$ cat config.mk
export PLATFORM = sky130hd
export DESIGN_NAME = dmem_lane_ctrl
export DESIGN_NICKNAME = d
export VERILOG_FILES = /design/src/rtl/dmem_lane_ctrl.sv
export SDC_FILE = /design/constraint.sdc
export NUM_CORES = 1
export LEC_CHECK = 0
export ABC_CLOCK_PERIOD_IN_PS = 7480
export BUFFER_PORTS_ARGS = -buffer_cell sky130_fd_sc_hd__buf_2
export CAP_MARGIN = 25
export CORE_MARGIN = 2
export CORE_UTILIZATION = 45
export CTS_BUF_LIST = sky130_fd_sc_hd__clkbuf_4
export DETAILED_ROUTE_END_ITERATION = 8
export GPL_ROUTABILITY_DRIVEN = 0
export PLACE_DENSITY = 0.72
export SYNTH_ARGS = -nofsm -noshare
export SYNTH_HDL_FRONTEND = slang
export SYNTH_SLANG_ARGS = --single-unit
export TNS_END_PERCENT = 5
$ cat constraint.sdc
create_clock -name clk -period 7.48 [get_ports clk]
set_input_delay 1.122 -clock clk [delete_from_list [all_inputs] [get_ports clk]]
set_output_delay 1.122 -clock clk [all_outputs]
set_load 0.01 [all_outputs]
$ cat src/rtl/dmem_lane_ctrl.sv
// Load/store lane controller for a data memory split into four byte-wide banks.
// Lane i holds the bytes whose address[1:0] == i, and all banks share one row address.
// Byte, half and word loads and stores are turned into per-lane selects, lane data
// and a write enable. Load data is assembled from the lanes and sign- or zero-extended.
// An access that runs past the end of its row is split over two cycles. The CPU is
// stalled during the first of those cycles.
module dmem_lane_ctrl #(
    parameter int ROW_W  = 10,
    parameter int ADDR_W = ROW_W + 2
) (
    input  logic              clk,
    input  logic              rst,
    input  logic              req_valid,
    input  logic              req_we,
    input  logic [1:0]        req_size,
    input  logic              req_unsigned,
    input  logic [ADDR_W-1:0] req_addr,
    input  logic [31:0]       req_wdata,
    output logic              stall,
    output logic [31:0]       rdata,
    output logic              err,
    output logic [ROW_W-1:0]  mem_addr,
    output logic              mem_we,
    output logic [3:0]        mem_sel,
    output logic [31:0]       mem_d,
    input  logic [31:0]       mem_q
);

    typedef enum logic {ST_IDLE, ST_SECOND} state_t;

    localparam logic [1:0] SIZE_ILLEGAL = 2'd3;

    state_t            r_state;
    logic [23:0]       r_hold;      // first-half load lanes, packed from the LSB
    logic [ADDR_W-1:0] r_addr;
    logic [1:0]        r_size;
    logic              r_unsigned;
    logic              r_we;
    logic [31:0]       r_wdata;

    logic              w_in_second;
    logic [ADDR_W-1:0] w_addr;
    logic [1:0]        w_size;
    logic              w_uns;
    logic              w_we;
    logic [31:0]       w_wdata;
    logic [1:0]        w_off;
    logic [ROW_W-1:0]  w_row;
    logic [2:0]        w_n;
    logic [3:0]        w_nmask;
    logic              w_cross;
    logic [2:0]        w_first_cnt;
    logic [2:0]        w_rest_cnt;
    logic [4:0]        w_lo_shift;
    logic [5:0]        w_hi_shift;
    logic [31:0]       w_q_down;
    logic [31:0]       w_wd_up;
    logic [31:0]       w_wd_down;
    logic [31:0]       w_merge;
    logic [3:0]        w_second_sel;
    logic [31:0]       w_lane_src;

    // Extend an LSB-aligned load value of the given size; word loads ignore 'uns'.
    function automatic logic [31:0] f_extend(input logic [31:0] d,
                                             input logic [1:0]  size,
                                             input logic        uns);
        logic [31:0] v;
        case (size)
            2'd0:    v = uns ? {24'h0, d[7:0]}  : {{24{d[7]}}, d[7:0]};
            2'd1:    v = uns ? {16'h0, d[15:0]} : {{16{d[15]}}, d[15:0]};
            default: v = d;
        endcase
        return v;
    endfunction

    // The second half works only from the latched request. Otherwise the live request is used.
    assign w_in_second = (r_state == ST_SECOND);
    assign w_addr      = w_in_second ? r_addr     : req_addr;
    assign w_size      = w_in_second ? r_size     : req_size;
    assign w_uns       = w_in_second ? r_unsigned : req_unsigned;
    assign w_we        = w_in_second ? r_we       : req_we;
    assign w_wdata     = w_in_second ? r_wdata    : req_wdata;

    assign w_off = w_addr[1:0];
    assign w_row = w_addr[ADDR_W-1:2];

    // Decode the access size into a byte count and an unshifted lane mask.
    always_comb begin
        // NOTE: every signal in a combinational block gets a default first so no latch is inferred.
        w_n     = 3'd4;
        w_nmask = 4'b1111;
        case (w_size)
            2'd0:    begin w_n = 3'd1; w_nmask = 4'b0001; end
            2'd1:    begin w_n = 3'd2; w_nmask = 4'b0011; end
            default: begin w_n = 3'd4; w_nmask = 4'b1111; end
        endcase
    end

    assign w_cross      = ({2'b00, w_off} + {1'b0, w_n}) > 4'd4;
    assign w_first_cnt  = 3'd4 - {1'b0, w_off};          // bytes handled in the first half
    assign w_rest_cnt   = {1'b0, w_off} + w_n - 3'd4;    // bytes left for the second half
    assign w_lo_shift   = {w_off, 3'b000};
    assign w_hi_shift   = {w_first_cnt, 3'b000};
    assign w_q_down     = mem_q >> w_lo_shift;
    assign w_wd_up      = w_wdata << w_lo_shift;
    assign w_wd_down    = w_wdata >> w_hi_shift;
    assign w_merge      = {8'h00, r_hold} | (mem_q << w_hi_shift);
    assign w_second_sel = (4'b0001 << w_rest_cnt) - 4'd1;

    // Combinational outputs. Reset has the highest priority, then the second half, then the live request.
    always_comb begin
        stall      = 1'b0;
        rdata      = 32'h0;
        err        = 1'b0;
        mem_addr   = '0;
        mem_we     = 1'b0;
        mem_sel    = 4'b0000;
        w_lane_src = 32'h0;
        if (rst) begin
            // all outputs stay idle while reset is held
        end else if (w_in_second) begin
            mem_addr   = w_row + ROW_W'(1);
            mem_sel    = w_second_sel;
            mem_we     = w_we;
            w_lane_src = w_wd_down;
            rdata      = w_we ? 32'h0 : f_extend(w_merge, w_size, w_uns);
        end else if (req_valid) begin
            mem_addr = w_row;
            if (w_size == SIZE_ILLEGAL) begin
                err = 1'b1;
            end else if (w_cross) begin
                mem_sel    = 4'b1111 << w_off;
                mem_we     = w_we;
                w_lane_src = w_wd_up;
                stall      = 1'b1;
            end else begin
                mem_sel    = w_nmask << w_off;
                mem_we     = w_we;
                w_lane_src = w_wd_up;
                rdata      = w_we ? 32'h0 : f_extend(w_q_down, w_size, w_uns);
            end
        end
    end

    // Drive store data only on the selected lanes. Unselected lanes carry zero.
    always_comb begin
        mem_d = 32'h0;
        for (int i = 0; i < 4; i++) begin
            mem_d[8*i +: 8] = mem_sel[i] ? w_lane_src[8*i +: 8] : 8'h00;
        end
    end

    // Sequencer: latch a crossing request and its first-half load lanes, then finish it in SECOND.
    always_ff @(posedge clk) begin
        if (rst) begin
            r_state    <= ST_IDLE;
            r_hold     <= 24'h0;
            r_addr     <= '0;
            r_size     <= 2'd0;
            r_unsigned <= 1'b0;
            r_we       <= 1'b0;
            r_wdata    <= 32'h0;
        end else begin
            case (r_state)
                ST_IDLE: begin
                    if (req_valid && (req_size != SIZE_ILLEGAL) && w_cross) begin
                        r_state    <= ST_SECOND;
                        r_hold     <= w_q_down[23:0];
                        r_addr     <= req_addr;
                        r_size     <= req_size;
                        r_unsigned <= req_unsigned;
                        r_we       <= req_we;
                        r_wdata    <= req_wdata;
                    end
                end
                ST_SECOND: r_state <= ST_IDLE;
                default:   r_state <= ST_IDLE;
            endcase
        end
    end

endmodule

==> metrics.txt <==
# DRC=0; biggest fanout along the worst timing path=43; fmax=0.169 GHz; worst slew margin relative to its limit=40.3%; DP HPWL=16.3 mm; # hold bufs at CTS=0; I/O pin count=164; width of the die=126 µm; worst IR drop on VDD=0.000106 V; CTS tree=yes; Setup Viol. Count Final=0; Commonest cells post-synth=sky130_fd_sc_hd__nand2_1 (137), sky130_fd_sc_hd__a21oi_1 (113), sky130_fd_sc_hd__nor2_1 (89); data arrival time of the critical path=4.79 ns; portion of the clock cycle consumed by the worst path in the final layout=79.0%; result of the run=complete, no violations; DRT iter0 DRCs=1,058; summed instance area of the synthesized netlist=6670 µm²; part of the Yosys area used for sequential elements=21.9%; number of standard cells after synthesis=913; core footprint=14,500 µm²; Final Hold Viols=0; final core area utilization=52.2%; post-route ant nets=0; number of flops mapped to enable cells by yosys=0; # Max-Cap Violations=0; layout overhead on the synthesized area=13.6%; most used flip-flop cell after synthesis=sky130_fd_sc_hd__dfxtp_1; slew at the pin closest to its max-slew limit=0.896 ns; required time reported for the critical path endpoint=6.36 ns; via density per instance=6.22; Cell Count Post-Placement=1,188; via count of the first global-routing pass=6,508; height of the die=126 µm; Avg WL per Cell=18.9 µm; synthesized area divided by synthesized cell count=7.31 µm²; Post-Synthesis Net Count=1,002; Die ar.=15,800 µm²; PortBufs=163; number of cell rows=44; yosys warns=0; number of fillers in the final layout=1,474; layout net count=1,105; number of buffers created by CTS=9; most repeated cell in the gate-level netlist after synthesis=sky130_fd_sc_hd__nand2_1; total congestion overflow after global routing=0; minimum setup slack among reg-to-reg paths=3.01 ns; unrepaired setup endpoints after global routing=false; Cell variety after synth=69; final standard cell count with taps included and fillers excluded=1,206; critical setup path kind=reg -> out; Final Power=1.20 mW; Max Slew Vio Count=0; post-CTS setup buffers=0; type of the most critical hold path=reg -> reg; synthesized flop and latch total=73; count of TritonRoute iterations in the first routing pass=6; Clk Tree Root Cell=sky130_fd_sc_hd__clkbuf_4; Leakage=3.03 nW; top-area cell type share of the netlist area=21.9%; worst setup skew after layout=0.0187 ns; detailed-route via count=7,504; final total negative setup slack=0 ns; fraction of synthesis flops using an asynchronous set or reset pin=0%; CTS clock-pin slew for the worst setup and hold paths=0.12 ns; leading area contributor after synthesis=sky130_fd_sc_hd__dfxtp_1; top post-synthesis cells by area=sky130_fd_sc_hd__dfxtp_1 (22%), sky130_fd_sc_hd__mux2i_1 (12%), sky130_fd_sc_hd__a21oi_1 (8.5%); number of antenna violations at the first check in global routing=1; clock network latency to the later pin of the worst-skew pair=0.47 ns; total wirelength of the detailed-routed design=22.8 mm; Max Buffers Root-to-Sink=2; first-pass GRT wire length=34.9 mm; final hold slack=0.458 ns; endpoint kind of the worst setup timing path=output port; Setup crit start kind=flop; layout cells sized above 1=23.3%; GRT Util Overall=27.3%; largest net degree at the start of global routing=102; Resized Gates After CTS=0; htree depth=3; post-layout minimum cycle time=5.91 ns; P per Cell Area=159 nW/µm²; Initial Utilization=45.9%; number of clock sinks seen by CTS=73
-- cell usage in the layout, fill, tap and decap left out, drive strengths merged, types with 8 or more instances in the layout --
| master | synthesis | routed |
|---|---|---|
| a31oi | 11 | 11 |
| dfxtp | 73 | 73 |
| inv | 10 | 12 |
| a221o | 8 | 8 |
| or3 | 8 | 8 |
| nor3 | 21 | 21 |
| o2bb2ai | 15 | 15 |
| mux2i | 80 | 80 |
| nand2b | 11 | 11 |
| buf | 49 | 174 |
| a32o | 8 | 8 |
| o22ai | 12 | 12 |
| o221ai | 8 | 8 |
| nand3 | 15 | 15 |
| clkbuf | 33 | 10 |
| nand2 | 137 | 137 |
| nor2 | 89 | 89 |
| mux2 | 32 | 32 |
| a21oi | 113 | 113 |
| a211oi | 29 | 29 |
| a22oi | 19 | 19 |
| o21ai | 35 | 35 |
| a21boi | 8 | 8 |
| and2 | 9 | 9 |
-- final cells by class --
type                       count  area (µm²)  area share (%)
sequential                    73        1470            19.3
antenna                        1        2.50          0.0330
clock inverter                 6        66.3           0.874
clock buffer                  10        75.1           0.990
timing repair buffer         174         921            12.1
tap                          184         230            3.04
multi-input combinational    748        4790            63.1
inverter                      10        37.5           0.495
-- cells by family after synthesis --
family	count (synthesis)	share of synthesized area, %
buffers and inverters	92	6.60
multiplexers	113	18.2
AND/OR/NAND/NOR	319	21.4
AO/OA/AOI/OAI	305	30.0
XOR/XNOR	5	0.656
adder cells (fa/ha/maj)	6	1.24
flip-flops	73	21.9
-- where the power goes --
group | internal [mW] | leakage (nW) | total, mW | switching [mW]
combinational | 0.180 | 2.36 | 0.489 | 0.309
sequential | 0.419 | 0.595 | 0.447 | 0.0284
clock | 0.107 | 0.0711 | 0.267 | 0.161
-- worst max-delay path: stages (launching register included) --
cell                      delay [ns]
sky130_fd_sc_hd__dfxtp_4        0.72
sky130_fd_sc_hd__mux2_4         0.58
sky130_fd_sc_hd__inv_2          0.35
sky130_fd_sc_hd__ha_1           0.73
sky130_fd_sc_hd__nor2_1         0.62
sky130_fd_sc_hd__a31oi_1        0.20
sky130_fd_sc_hd__nor2_1         0.20
sky130_fd_sc_hd__o31a_1         0.54
sky130_fd_sc_hd__a32o_1         0.23
sky130_fd_sc_hd__buf_2          0.13
-- metrics by stage --
step | setup WS (ns) | instance area [µm²]
floorplan | 2.16 | 6670
global placement | 1.80 | 7410
detailed placement | 1.68 | 7410
CTS | 1.62 | 7550
global route | 1.20 | 7580
finish | 1.57 | 7580
-- worst paths after layout --
path / from / endpoint / cells past startpoint
setup / recovery: r_state$_SDFF_PP0_ / rdata[22] / 9
hold / removal: r_wdata[26]$_SDFFE_PP0P_ / r_wdata[26]$_SDFFE_PP0P_ / 2
setup reg to reg: r_state$_SDFF_PP0_ / r_hold[19]$_SDFFE_PP0P_ / 10
hold reg to reg: r_wdata[26]$_SDFFE_PP0P_ / r_wdata[26]$_SDFFE_PP0P_ / 2
-- flip-flops by register name (all words and copies together), names as in the netlist --
| register | count |
|---|---|
| r_unsigned | 1 |
| r_state | 1 |
| r_wdata | 32 |
| r_we | 1 |
| r_hold | 24 |
| r_size | 2 |
| r_addr | 12 |
-- per-layer routing --
layer	vias up	global-route usage (%)	wire, µm
li1	3553	-	-
met1	3461	37.9	9490
met2	422	39.8	10000
met3	68	6.58	2340
met4	0	12.7	917
met5	-	0	0
No activity file was read; power rests on OpenSTA's default activity.
